===== src/rtl/mem_arb_pkg.sv =====
// Shared types for the cache-to-memory port arbiter: FSM states, op encoding, width defaults.
package mem_arb_pkg;

  localparam int unsigned ADDR_W_DEF = 28;
  localparam int unsigned DATA_W_DEF = 128;

  typedef enum logic [1:0] {
    StIdle    = 2'd0,
    StGrant   = 2'd1,
    StRelease = 2'd2
  } arb_state_e;

  typedef enum logic {
    OP_RD = 1'b0,
    OP_WR = 1'b1
  } arb_op_e;

  // A request with both read and write raised is treated as a write.
  function automatic arb_op_e op_of(input logic wr);
    return wr ? OP_WR : OP_RD;
  endfunction

endpackage


===== src/rtl/rr_arb2.sv =====
// Two-way picker between I (side 0) and D (side 1), round-robin or D-wins-ties.
module rr_arb2 #(
  parameter bit FIXED_PRIO = 1'b0
) (
  input  logic clk_i,
  input  logic rst_ni,
  input  logic req_icache_i,
  input  logic req_dcache_i,
  input  logic update_i,
  output logic pick_d_o
);

  logic last_d_q;

  always_comb begin
    if (req_icache_i && req_dcache_i) begin
      pick_d_o = FIXED_PRIO ? 1'b1 : ~last_d_q;
    end else begin
      pick_d_o = req_dcache_i;
    end
  end

  // Pointer resets to D so that I wins the first tie.
  always_ff @(posedge clk_i or negedge rst_ni) begin
    if (!rst_ni) begin
      last_d_q <= 1'b1;
    end else if (update_i) begin
      last_d_q <= pick_d_o;
    end
  end

endmodule


===== src/rtl/mem_port_arbiter.sv =====
// Shares one line-wide memory port between I_cache and D_cache, with a per-grant watchdog.
module mem_port_arbiter
  import mem_arb_pkg::*;
#(
  parameter int unsigned ADDR_W     = ADDR_W_DEF,
  parameter int unsigned DATA_W     = DATA_W_DEF,
  parameter bit          FIXED_PRIO = 1'b0,
  parameter int unsigned TIMEOUT    = 1024
) (
  input  logic              clk,
  input  logic              rst_n,
  input  logic              i_read,
  input  logic              i_write,
  input  logic [ADDR_W-1:0] i_addr,
  input  logic [DATA_W-1:0] i_wdata,
  output logic [DATA_W-1:0] i_rdata,
  output logic              i_ready,
  input  logic              d_read,
  input  logic              d_write,
  input  logic [ADDR_W-1:0] d_addr,
  input  logic [DATA_W-1:0] d_wdata,
  output logic [DATA_W-1:0] d_rdata,
  output logic              d_ready,
  output logic              mem_read,
  output logic              mem_write,
  output logic [ADDR_W-1:0] mem_addr,
  output logic [DATA_W-1:0] mem_wdata,
  input  logic [DATA_W-1:0] mem_rdata,
  input  logic              mem_ready,
  output logic              grant_d,
  output logic              err
);

  localparam int unsigned      CntW       = (TIMEOUT > 0) ? $clog2(TIMEOUT + 1) : 1;
  localparam logic [CntW-1:0]  TimeoutVal = CntW'(TIMEOUT);

  arb_state_e        state_q, state_d;
  arb_op_e           op_q, op_d;
  logic              grant_d_q, grant_d_d;
  logic              mem_read_q, mem_read_d;
  logic              mem_write_q, mem_write_d;
  logic [ADDR_W-1:0] mem_addr_q, mem_addr_d;
  logic [DATA_W-1:0] mem_wdata_q, mem_wdata_d;
  logic [DATA_W-1:0] i_rdata_q, i_rdata_d;
  logic [DATA_W-1:0] d_rdata_q, d_rdata_d;
  logic              i_ready_q, i_ready_d;
  logic              d_ready_q, d_ready_d;
  logic              err_q, err_d;
  logic [CntW-1:0]   cnt_q, cnt_d;

  logic i_pend, d_pend, pick_d, arb_update, win_wr;

  assign i_pend = i_read | i_write;
  assign d_pend = d_read | d_write;

  rr_arb2 #(
    .FIXED_PRIO (FIXED_PRIO)
  ) u_arb (
    .clk_i        (clk),
    .rst_ni       (rst_n),
    .req_icache_i (i_pend),
    .req_dcache_i (d_pend),
    .update_i     (arb_update),
    .pick_d_o     (pick_d)
  );

  always_comb begin
    state_d     = state_q;
    op_d        = op_q;
    grant_d_d   = grant_d_q;
    mem_read_d  = mem_read_q;
    mem_write_d = mem_write_q;
    mem_addr_d  = mem_addr_q;
    mem_wdata_d = mem_wdata_q;
    i_rdata_d   = i_rdata_q;
    d_rdata_d   = d_rdata_q;
    i_ready_d   = 1'b0;
    d_ready_d   = 1'b0;
    err_d       = err_q;
    cnt_d       = cnt_q;
    arb_update  = 1'b0;
    win_wr      = 1'b0;

    unique case (state_q)
      StIdle: begin
        if (i_pend || d_pend) begin
          arb_update  = 1'b1;
          win_wr      = pick_d ? d_write : i_write;
          grant_d_d   = pick_d;
          op_d        = op_of(win_wr);
          mem_read_d  = ~win_wr;
          mem_write_d = win_wr;
          mem_addr_d  = pick_d ? d_addr : i_addr;
          mem_wdata_d = pick_d ? d_wdata : i_wdata;
          cnt_d       = '0;
          state_d     = StGrant;
        end
      end
      StGrant: begin
        if (mem_ready) begin
          mem_read_d  = 1'b0;
          mem_write_d = 1'b0;
          if (grant_d_q) begin
            d_ready_d = 1'b1;
            if (op_q == OP_RD) d_rdata_d = mem_rdata;
          end else begin
            i_ready_d = 1'b1;
            if (op_q == OP_RD) i_rdata_d = mem_rdata;
          end
          state_d = StRelease;
        end else if (TIMEOUT != 0) begin
          // Saturating count; err stays set until reset, the grant keeps waiting.
          if (cnt_q != TimeoutVal) cnt_d = cnt_q + CntW'(1);
          if (cnt_d == TimeoutVal) err_d = 1'b1;
        end
      end
      StRelease: state_d = StIdle;
      default:   state_d = StIdle;
    endcase
  end

  always_ff @(posedge clk or negedge rst_n) begin
    if (!rst_n) begin
      state_q     <= StIdle;
      op_q        <= OP_RD;
      grant_d_q   <= 1'b0;
      mem_read_q  <= 1'b0;
      mem_write_q <= 1'b0;
      mem_addr_q  <= '0;
      mem_wdata_q <= '0;
      i_rdata_q   <= '0;
      d_rdata_q   <= '0;
      i_ready_q   <= 1'b0;
      d_ready_q   <= 1'b0;
      err_q       <= 1'b0;
      cnt_q       <= '0;
    end else begin
      state_q     <= state_d;
      op_q        <= op_d;
      grant_d_q   <= grant_d_d;
      mem_read_q  <= mem_read_d;
      mem_write_q <= mem_write_d;
      mem_addr_q  <= mem_addr_d;
      mem_wdata_q <= mem_wdata_d;
      i_rdata_q   <= i_rdata_d;
      d_rdata_q   <= d_rdata_d;
      i_ready_q   <= i_ready_d;
      d_ready_q   <= d_ready_d;
      err_q       <= err_d;
      cnt_q       <= cnt_d;
    end
  end

  assign i_rdata   = i_rdata_q;
  assign d_rdata   = d_rdata_q;
  assign i_ready   = i_ready_q;
  assign d_ready   = d_ready_q;
  assign mem_read  = mem_read_q;
  assign mem_write = mem_write_q;
  assign mem_addr  = mem_addr_q;
  assign mem_wdata = mem_wdata_q;
  assign grant_d   = grant_d_q;
  assign err       = err_q;

endmodule

===== config.mk =====
export PLATFORM = sky130hd
export DESIGN_NAME = mem_port_arbiter
export DESIGN_NICKNAME = d
export VERILOG_FILES = /design/src/rtl/mem_arb_pkg.sv /design/src/rtl/rr_arb2.sv /design/src/rtl/mem_port_arbiter.sv
export SDC_FILE = /design/constraint.sdc
export NUM_CORES = 1
export LEC_CHECK = 0
export ABC_CLOCK_PERIOD_IN_PS = 6290
export CAP_MARGIN = 15
export CORE_AREA = 4 4 332 334
export CTS_CLUSTER_SIZE = 14
export DETAILED_ROUTE_END_ITERATION = 12
export DIE_AREA = 0 0 336 338
export PLACE_DENSITY = 0.5
export SETUP_SLACK_MARGIN = 0.1
export SLEW_MARGIN = 20
export SYNTH_ARGS = -nofsm -noshare
export SYNTH_HDL_FRONTEND = slang
export SYNTH_HIERARCHICAL = 1
export SYNTH_SLANG_ARGS = --single-unit

===== constraint.sdc =====
create_clock -name clk -period 6.29 [get_ports clk]
set_clock_uncertainty 0.2 [all_clocks]
set_input_delay 1.258 -clock clk [delete_from_list [all_inputs] [get_ports clk]]
set_output_delay 1.258 -clock clk [all_outputs]
set_load 0.05 [all_outputs]

==> flow_summary.toml <==
[timing]
slew_violations = 0
post-route-period-util_pct = 55.69
hold_viol = 0
fin_crit_ns = 3.503
slew_headroom_pct = 32.79
worstMarginPinSlew_ns = 1.008
rsz0062_at_grt = "false"
max_freq_ghz = 0.2855
tns_ns = 0
hold-worst-slack_ns = 0.2773
finalSetupViolCount = 0

[synthesis]
synthTopCellsByCount = "dfrtp_1 (432), mux2_2 (256), nand2_1 (171)"
synth_edf_count = 0
synth_top_area_cell = "dfrtp_1"
synth_area_leaders = "dfrtp_1 (61%), mux2_2 (16%), mux2i_1 (8.9%), o21ai_0 (4.8%), nand2_1 (3.6%)"
yosysTopAreaCellShare_pct = 61.10
synthFlopType = "dfrtp_1"
async_flop_share_pct = 100.0
synthCells = 1339
syn_area_mm2 = 0.01769
yosysWarnings = 6
synth_nets = 1788
ys_ff_latch = 433
yosysSeqAreaShare_pct = 61.25
synth_area_per_cell_um2 = 13.21
synth.most_common_cell = "dfrtp_1"
ys_types = 42

[hold_path]
hold_end = "mem_wdata[54]"
hold_path_class = "flip-flop to flip-flop"
holdPathStages = 2
hold_start = "mem_wdata[54]"

[power_and_ir_drop]
swShare_pct = 49.00
seq_power_share_pct = 26.2
clkPwrFrac_pct = 16.5
leakage_nw = 12.37
power_density_mw_per_mm2 = 631.2
p_int_w = 0.009575
pwr-share-comb_pct = 57.3
switching_power_w = 0.009201
ir_drop_mv = 0.2226

[placed_design]
dp_hpwl_mm = 64.35
place_inst = 3548
place_congestion = 0.7880
io_buffers = 864

[clock_tree]
cts.path.max_buffers = 3
clk_pin_slew_ns = 0.06
cts_tree = "yes"
holdBufCountCts = 0
cts.root.buffer_cell = "clkbuf_16"
cts_setup_buffers = 0
clock_sinks = 433
postCtsResizedCells = 0
cts_made_buffers = 53
cts.htree.levels = 2
clock_latency_ns = 0.60

[detailed_routing]
antenna_left = 0
firstDrtPassIters = 5
viasPerCell = 3.749
vias = 13657
wl_mm = 79.59
wl_per_cell_um = 21.85
initialDrtViolationCount = 498
drc = 0

[floorplanning]
initial_utilization_pct = 16.55
die_h_um = 338
io_pins = 865
core_mm2 = 0.1069
die_x_um = 336
die-area_mm2 = 0.1136
fp-row-count = 120

[worst_setup_path]
path_buf_inv = 1
slowest_delay_ns = 0.99
critPathSlowestCell = "clkdlybuf4s50_1"
worstPathArrival_ns = 2.04
reg2reg_depth = 6
ff2ff_setup_slack_ns = 3.37
critPathCaptureType = "output port"
crit_family = "buffers and inverters"
path_cells = "clkdlybuf4s50_1"
crit_type = "flip-flop to output port"
crit_fanout = 5
start_kind = "flip-flop"
r2r_end = "i_rdata[119]"
required_ns = 4.83
r2r_start = "state_q[0]"

[global_route]
track_usage_pct = 13.28
antenna_found_initial = 10
grt_remaining_overflow = 0
grt_pass1_vias = 14240
grt_pass1_wl_mm = 109.2
grt_start_max_net_pins = 139

[run]
max-cap-violations = 0

[final_layout]
finalNonFillerCells = 3643
drive_gt1_share_pct = 16.91
syn2layout_area_growth_pct = 68.13
fillers = 11165
fin_nets = 2649

[outcome]
status = "finished clean"
power groups by stage:
stage / logic, W / registers (W) / clock network, W
floorplan: 0.00205 / 0.00943 / 0
global placement: 0.0109 / 0.00494 / 0
detailed placement: 0.0110 / 0.00498 / 0
CTS: 0.0110 / 0.00494 / 0.00323
global route: 0.0113 / 0.00510 / 0.00333
finish: 0.0108 / 0.00492 / 0.00310
cells in the final DEF, fill, tap and decap left out, types with 3 or more instances in the layout:
cell type	count
nor2b_1	4
mux2i_1	158
buf_12	10
o41ai_1	4
inv_1	9
o21ai_0	168
clkinv_2	9
clkbuf_16	55
buf_4	16
o31ai_1	4
diode_2	4
dfrtp_1	432
clkdlybuf4s50_1	863
clkbuf_1	9
clkbuf_8	10
nand3_1	5
inv_6	4
nor2_1	10
mux2_2	256
nand2_1	171
bufinv_16	3
layer usage:
metal | global-route usage [%] | vias up | share of wire (%)
li1 | - | 6414 | -
met4 | 3.264 | 2 | 2.4
met1 | 16.08 | 6597 | 41
met5 | 0 | - | 0.016
met2 | 23.00 | 544 | 49
met3 | 4.156 | 100 | 7.8
cells by family after synthesis:
| family | Yosys count | share of synthesized area (%) |
|---|---|---|
| AND/OR/NAND/NOR | 208 | 4.859 |
| AO/OA/AOI/OAI | 185 | 5.566 |
| XOR/XNOR | 2 | 0.09903 |
| buffers and inverters | 93 | 2.680 |
| flip-flops | 433 | 61.25 |
| multiplexers | 416 | 25.40 |
| adder cells (fa/ha/maj) | 2 | 0.1414 |
state kept, by name, indices dropped and copies added, names as in the netlist:
register,count
u_arb/last_d_q,1
err,1
i_rdata,128
mem_read,1
state_q,2
grant_d,1
op_q,1
mem_wdata,128
d_ready,1
mem_addr,28
mem_write,1
cnt_q,11
d_rdata,128
i_ready,1
final cells by class:
cell class | count | area [um^2] | area share (%)
Sequential cell | 433 | 10840 | 36.43
Timing Repair Buffer | 890 | 8974 | 30.17
Multi-Input combinational cell | 813 | 6410 | 21.55
Tap cell | 1403 | 1755 | 5.902
Clock buffer | 74 | 1548 | 5.203
Clock inverter | 17 | 177.7 | 0.5973
Inverter | 9 | 33.78 | 0.1136
Antenna cell | 4 | 10.01 | 0.03365
worst max-delay path by stage:
stage	start	end	slack [ns]	cells past startpoint
floorplan	i_write	mem_wdata[86]	3.42	8
global placement	i_write	op_q	2.20	9
detailed placement	i_write	mem_wdata[82]	2.17	8
CTS	mem_wdata[89]	mem_wdata[89]	2.68	1
global route	i_write	mem_wdata[21]	2.65	8
finish	grant_d	grant_d	2.79	1
stage by stage:
step	cell area [um^2]	utilization, %	worst slack [ns]	total power, W
2_1_floorplan	17690	-	3.419	0.01149
3_3_place_gp	28010	26.20	2.198	0.01587
3_5_place_dp	28010	26.20	2.172	0.01593
4_1_cts	29730	27.81	2.683	0.01913
5_1_grt	29730	27.81	2.649	0.01969
6_report	29740	27.82	2.787	0.01878
Note: power is estimated with default switching activity, not from simulation.
